$ cat src/rtl/reg_file_mp_pkg.sv
// reg_file_mp_pkg: shared defaults for the multi-port register file
package reg_file_mp_pkg;
  localparam int DATA_W_DEF = 32;
  localparam int ADDR_W_DEF = 5;
  localparam int TAG_W_DEF = 4;
  localparam int NUM_RD_DEF = 2;
  localparam int NUM_WR_DEF = 2;
  localparam int NUM_REGS_DEF = 2 ** ADDR_W_DEF;
  localparam int ZERO_REG = 0;
endpackage

$ cat src/rtl/reg_file_rd_port.sv
// reg_file_rd_port: one read port with write bypass and scoreboard view
module reg_file_rd_port
  import reg_file_mp_pkg::*;
#(
  parameter int DATA_W = DATA_W_DEF,
  parameter int ADDR_W = ADDR_W_DEF,
  parameter int TAG_W = TAG_W_DEF,
  parameter int NUM_WR = NUM_WR_DEF
) (
  input  logic                     rst,
  input  logic                     en,
  input  logic [ADDR_W-1:0]        addr,
  input  logic [DATA_W-1:0]        st_data,
  input  logic                     st_busy,
  input  logic [TAG_W-1:0]         st_tag,
  input  logic [NUM_WR-1:0]        wr_en,
  input  logic [NUM_WR*ADDR_W-1:0] wr_addr,
  input  logic [NUM_WR*DATA_W-1:0] wr_data,
  input  logic [NUM_WR*TAG_W-1:0]  wr_tag,
  output logic [DATA_W-1:0]        data,
  output logic                     busy,
  output logic [TAG_W-1:0]         tag
);
  logic              hit, valid;
  logic [DATA_W-1:0] hit_data;
  logic [TAG_W-1:0]  hit_tag;
  // highest-index matching write wins the bypass; outputs are zero in reset
  always_comb begin
    hit = 1'b0;
    hit_data = '0;
    hit_tag = '0;
    for (int p = 0; p < NUM_WR; p++)
      if (wr_en[p] && wr_addr[p*ADDR_W +: ADDR_W] == addr) begin
        hit = 1'b1;
        hit_data = wr_data[p*DATA_W +: DATA_W];
        hit_tag = wr_tag[p*TAG_W +: TAG_W];
      end
    valid = rst && en && addr != ADDR_W'(ZERO_REG);
    data = !valid ? '0 : hit ? hit_data : st_data;
    busy = valid && st_busy && !(hit && hit_tag == st_tag);
    tag = valid ? st_tag : '0;
  end
endmodule

$ cat src/rtl/reg_file_mp.sv
// reg_file_mp: multi-port register file with busy/tag scoreboard
module reg_file_mp
  import reg_file_mp_pkg::*;
#(
  parameter int DATA_W = DATA_W_DEF,
  parameter int ADDR_W = ADDR_W_DEF,
  parameter int NUM_RD = NUM_RD_DEF,
  parameter int NUM_WR = NUM_WR_DEF,
  parameter int TAG_W = TAG_W_DEF
) (
  input  logic                     clk,
  input  logic                     rst,
  input  logic [NUM_RD-1:0]        rd_en,
  input  logic [NUM_RD*ADDR_W-1:0] rd_addr,
  output logic [NUM_RD*DATA_W-1:0] rd_data,
  output logic [NUM_RD-1:0]        rd_busy,
  output logic [NUM_RD*TAG_W-1:0]  rd_tag,
  input  logic [NUM_WR-1:0]        wr_en,
  input  logic [NUM_WR*ADDR_W-1:0] wr_addr,
  input  logic [NUM_WR*DATA_W-1:0] wr_data,
  input  logic [NUM_WR*TAG_W-1:0]  wr_tag,
  input  logic                     iss_en,
  input  logic [ADDR_W-1:0]        iss_addr,
  input  logic [TAG_W-1:0]         iss_tag,
  input  logic                     flush
);
  localparam int NREG = 2 ** ADDR_W;
  logic [DATA_W-1:0] regs [NREG];
  logic [TAG_W-1:0]  tags [NREG];
  logic [NREG-1:0]   busy;
  logic [NREG-1:0]   wv;
  logic [DATA_W-1:0] wd [NREG];
  logic [TAG_W-1:0]  wt [NREG];
  // per-register winning write (highest port index)
  always_comb begin
    for (int r = 0; r < NREG; r++) begin
      wv[r] = 1'b0;
      wd[r] = '0;
      wt[r] = '0;
      for (int p = 0; p < NUM_WR; p++)
        if (wr_en[p] && wr_addr[p*ADDR_W +: ADDR_W] == ADDR_W'(r)) begin
          wv[r] = 1'b1;
          wd[r] = wr_data[p*DATA_W +: DATA_W];
          wt[r] = wr_tag[p*TAG_W +: TAG_W];
        end
    end
  end
  // storage and scoreboard: issue beats flush beats tag-matched clear
  always_ff @(posedge clk or negedge rst) begin
    if (!rst) begin
      busy <= '0;
      for (int r = 0; r < NREG; r++) begin
        regs[r] <= '0;
        tags[r] <= '0;
      end
    end else begin
      for (int r = 0; r < NREG; r++)
        if (r != ZERO_REG) begin
          if (wv[r]) regs[r] <= wd[r];
          if (iss_en && iss_addr == ADDR_W'(r)) begin
            busy[r] <= 1'b1;
            tags[r] <= iss_tag;
          end else if (flush || (wv[r] && busy[r] && wt[r] == tags[r]))
            busy[r] <= 1'b0;
        end
    end
  end
  for (genvar i = 0; i < NUM_RD; i++) begin : g_rd
    logic [ADDR_W-1:0] a;
    assign a = rd_addr[i*ADDR_W +: ADDR_W];
    reg_file_rd_port #(
      .DATA_W(DATA_W), .ADDR_W(ADDR_W), .TAG_W(TAG_W), .NUM_WR(NUM_WR)
    ) u_rd (
      .rst(rst),
      .en(rd_en[i]),
      .addr(a),
      .st_data(regs[a]),
      .st_busy(busy[a]),
      .st_tag(tags[a]),
      .wr_en(wr_en),
      .wr_addr(wr_addr),
      .wr_data(wr_data),
      .wr_tag(wr_tag),
      .data(rd_data[i*DATA_W +: DATA_W]),
      .busy(rd_busy[i]),
      .tag(rd_tag[i*TAG_W +: TAG_W])
    );
  end
endmodule

$ cat config.mk
export PLATFORM = sky130hd
export DESIGN_NAME = reg_file_mp
export DESIGN_NICKNAME = d
export VERILOG_FILES = /design/src/rtl/reg_file_mp_pkg.sv /design/src/rtl/reg_file_rd_port.sv /design/src/rtl/reg_file_mp.sv
export SDC_FILE = /design/constraint.sdc
export NUM_CORES = 2
export LEC_CHECK = 0
export ABC_AREA = 0
export BUFFER_PORTS_ARGS = -buffer_cell sky130_fd_sc_hd__buf_2
export CAP_MARGIN = 25
export CORE_ASPECT_RATIO = 1.4
export CORE_MARGIN = 2
export CORE_UTILIZATION = 60
export CTS_BUF_LIST = sky130_fd_sc_hd__clkbuf_8
export DETAILED_ROUTE_END_ITERATION = 6
export PLACE_DENSITY = 0.77
export SETUP_SLACK_MARGIN = 0.4
export SLEW_MARGIN = 20
export SYNTH_ARGS = -nofsm -noshare
export SYNTH_HDL_FRONTEND = slang
export SYNTH_SLANG_ARGS = --single-unit
$ cat constraint.sdc
create_clock -name clk -period 3.1 [get_ports clk]
set_clock_uncertainty 0.1 [all_clocks]
set_input_delay 0.155 -clock clk [delete_from_list [all_inputs] [get_ports clk]]
set_output_delay 0.155 -clock clk [all_outputs]
set_load 0.1 [all_outputs]
==> metrics.log <==
[metrics] final cell area excluding filler cells: 88,900 um^2
[metrics] fin crit share: 1.24
[metrics] Max Cap Viol: 0
[metrics] cell internal pwr: 34.9 mW
[metrics] largest net degree at the start of global routing: 146
[metrics] power share of the combinational group: 0.307
[metrics] final setup slack of the worst path: -0.741 ns
[metrics] sum of overflow across all layers after global routing: 0
[metrics] Die Y-Extent: 424 um
[metrics] EDFF count, synth: 0
[metrics] clock insertion delay at the later pin of the skew report: between 0.9 and 1 ns
[metrics] clock slew seen by the registers of the worst setup and hold paths: 0.07 ns
[metrics] Critical R2R Launch: tags[61]$_DFFE_PN0P_
[metrics] Total Routed Length: 313,000 um
[metrics] wire length of the first global-routing pass: 456,000 um
[metrics] yosys warns: 37
[metrics] x dimension of the die: between 300 and 400 um
[metrics] number of vias per cell: 7.51
[metrics] placed cell area: around 81,000 um^2
[metrics] signed area change from the synthesized netlist to the final layout: 17.4%
[metrics] setup repair after global routing missed its margin: yes
[metrics] routability congestion estimate from global placement: 1.06
[metrics] Final Setup Violations: 71
[metrics] Ports: roughly 180
[metrics] starting density of the core: 0.603
[metrics] utilization after layout: 0.708
[metrics] pin slew with the least headroom to its limit: approximately 1.2 ns
[metrics] reg2reg path depth: 6
[metrics] vias in the first global route: between 60,000 and 70,000
[metrics] top-area cell type share of the netlist area: 0.379
[metrics] worst hold path endpoint: regs[14]$_DFFE_PN0N_
[metrics] Pwr Density: 595 nW/um^2
[metrics] number of antenna violations at the first check in global routing: 9
[metrics] nets in the synthesized netlist: ~7,400
[metrics] routed wire length per instance: around 34 um
[metrics] Critical Path AT: between 3 and 4 ns
[metrics] Final HPWL DP: 179,000 um
[metrics] Routed Antenna Nets: 0
[metrics] max-slew violation count: 0
[metrics] Place WS: -0.278 ns
[metrics] number of DRC violations after detailed routing: 13
[metrics] required time worst endpoint: ~2.8 ns
[metrics] most used flip-flop cell after synthesis: sky130_fd_sc_hd__dfrtp_1
[metrics] overall fraction of global-route tracks in use: 0.481
[metrics] reg2reg setup slack: 0.79 ns
[metrics] part of the power in registers: 0.418
[metrics] top cells by area, synth: sky130_fd_sc_hd__dfrtp_1 (38%), sky130_fd_sc_hd__mux4_2 (16%), sky130_fd_sc_hd__mux2i_1 (16%)
[metrics] minimum clock period after layout: 3.84 ns
[metrics] Iteration-0 DRC Markers: 11,234
[metrics] sequential area share after synthesis: 0.379
[metrics] Layout Nets: 7,516
[metrics] filler cell count: 8,523
[metrics] highest-count cells in the layout ignoring fill and taps: sky130_fd_sc_hd__mux2i_1 (1,157), sky130_fd_sc_hd__dfrtp_1 (1,134), sky130_fd_sc_hd__nand2_1 (903), sky130_fd_sc_hd__o21ai_0 (831), sky130_fd_sc_hd__mux4_2 (533)
[metrics] nature of the critical path startpoint: flop
[metrics] buffer levels on the longest clock path: 3
[metrics] Critical Setup Path Class: reg -> out
[metrics] Inserted Clock Buffers: between 150 and 200
[metrics] Fmax achieved: 0.260 GHz
[metrics] launch point of the worst hold path: wr_data[14]
[metrics] path category of the worst min-delay check: in -> reg
[metrics] type of destination of the critical path: output port
[metrics] number of buffer cells added on primary ports: 182
[metrics] leading cell type in the layout, fill and taps excluded: sky130_fd_sc_hd__mux2i_1
[metrics] share of layout cells above drive strength 1: 0.277
[metrics] number of stages on the worst hold path: 4
[metrics] total number of vias: 69,044
[metrics] post-synthesis instance area: 75,700 um^2
[metrics] standard-cell rows: between 150 and 200
[metrics] TritonCTS sink count: between 1,000 and 1,500
[metrics] Core Footprint: 125,000 um^2
[metrics] normalized max-slew margin: 0.173
[metrics] final hold violations: 0
[metrics] CTS tree: done
[metrics] cell type contributing the most total cell area after synthesis: sky130_fd_sc_hd__dfrtp_1
[metrics] number of library cell types mapped by synthesis: between 80 and 90
[metrics] asr flop ratio synth: 1.00
[metrics] portion of total power attributed to the clock network: 0.275
[metrics] FF+latch count, synth: 1,147
[metrics] leak pwr: 38.3 nW
[metrics] total number of H-tree levels: 4
[metrics] worst vdd ir: 0.000495 V
[metrics] DIE AREA: 129,000 um^2
[metrics] violated checks: DRC, setup timing
[metrics] mean post-synth cell area: 10.5 um^2
[metrics] reported net switching power: 18.0 mW
[metrics] switching portion of total power: 0.340
[metrics] drt first pass iters: 7
[metrics] outcome: complete, but fails checks
[metrics] CTS Root Buffer Type: sky130_fd_sc_hd__clkbuf_8
[metrics] r2r endpoint: busy[16]$_DFFE_PN0P_
[metrics] CP max FO: 4
[metrics] number of instances in the synthesized netlist: 7,242
-- how the worst max path moves through the flow --
stage	start	end	slack (ns)	cells past startpoint
3_3_place_gp	rd_addr[5]	rd_busy[1]	-0.26	13
4_1_cts	tags[24]$_DFFE_PN0P_	rd_busy[1]	-0.74	8
3_5_place_dp	rd_addr[5]	rd_busy[1]	-0.28	13
5_1_grt	tags[24]$_DFFE_PN0P_	rd_busy[1]	-0.72	8
6_report	tags[44]$_DFFE_PN0P_	rd_busy[1]	-0.74	9
2_1_floorplan	rd_addr[7]	rd_tag[4]	0.04	7
-- flip-flops by register name, indices dropped and copies added, names as in the netlist --
signal,flops
busy,31
regs,992
tags,124
-- power groups by stage --
stage                     clock (mW)  sequential, mW  combinational [mW]
after floorplan                    0            20.8                10.4
after global placement             0            21.8                13.4
after detailed placement           0            22.1                13.9
after CTS                       14.5            21.8                15.3
after global routing            15.1            22.3                17.1
final                           14.5            22.1                16.2
-- layout make-up --
cell class                 instances  area (um^2)  area share
clock inverter                   101          782     0.00880
tap                             1638         2050      0.0231
multi-input combinational       5189        45000       0.506
clock buffer                     231         3180      0.0358
antenna                            5         12.5    0.000141
sequential                      1147        28700       0.323
timing repair buffer             871         9070       0.102
inverter                          13         51.3    0.000577
-- cells by family (layout without fill, tap and decap cells) --
group           count (synthesis)  in the layout  synth area share
compound gates               1641           1641             0.126
xor+xnor                      120            120            0.0139
buf+inv                       906           1216            0.0512
flops                        1147           1147             0.379
mux                          1924           1924             0.346
other cells                     0              5                 0
simple gates                 1504           1504            0.0836
-- what timing repair did --
action / CTS / global route
gates cloned: 0 / 0
resized for setup: 211 / 90
buffers inserted: 124 / 55
endpoints found under the hold margin: 1952 / 0
setup endpoints to repair: 74 / 75
hold buffers: 141 / 0
pin swaps: 71 / 55
-- cells in the mapped netlist (all sizes together), types with 7 or more instances --
cell     count
a211oi      16
nand2      924
clkbuf     571
o22ai       32
a22o        44
dfrtp     1147
xor2        57
mux4       533
nand3       28
buf        322
mux2       201
mux2i     1190
nand4       13
a221o       13
xnor2       63
clkinv       7
or4         13
a22oi       67
a221oi      52
nor3        37
nor4        10
o31ai       12
or2         18
a21oi      326
o221ai      62
nor2       378
a2111oi     12
nor2b       21
o21ai      891
a31oi        9
nand2b      15
o211ai      54
nand3b       8
a31o        16
-- critical path, stage by stage, from the launching register on --
cell and delay, ns:
sky130_fd_sc_hd__dfrtp_2 0.46, sky130_fd_sc_hd__mux4_2 0.48, sky130_fd_sc_hd__mux4_2 0.49, sky130_fd_sc_hd__or2_4 0.28, sky130_fd_sc_hd__buf_6 0.13, sky130_fd_sc_hd__o211ai_1 0.09
sky130_fd_sc_hd__a21oi_2 0.10, sky130_fd_sc_hd__a31oi_2 0.26, sky130_fd_sc_hd__buf_4 0.17, sky130_fd_sc_hd__buf_12 0.16
-- metal layers --
layer,part of all wire,global-route usage,vias up
met2,0.42,0.684,6531
met1,0.31,0.561,33241
li1,-,-,26957
met5,0.00051,0.00258,-
met4,0.11,0.431,12
met3,0.16,0.192,2303
-- through the flow --
step / total power, mW / instances / TNS (ns) / hold WS, ns
2_1_floorplan: 31.3 / 7242 / 0 / -0.241
3_3_place_gp: 35.2 / 8537 / -0.319 / -0.0170
3_5_place_dp: 36.0 / 8537 / -0.404 / -0.0162
4_1_cts: 51.5 / 9134 / -14.10 / 0.0105
5_1_grt: 54.6 / 9191 / -18.60 / 0.0692
6_report: 52.9 / 9195 / -15.86 / 0.0344
Note: power is estimated with default switching activity, not from simulation.
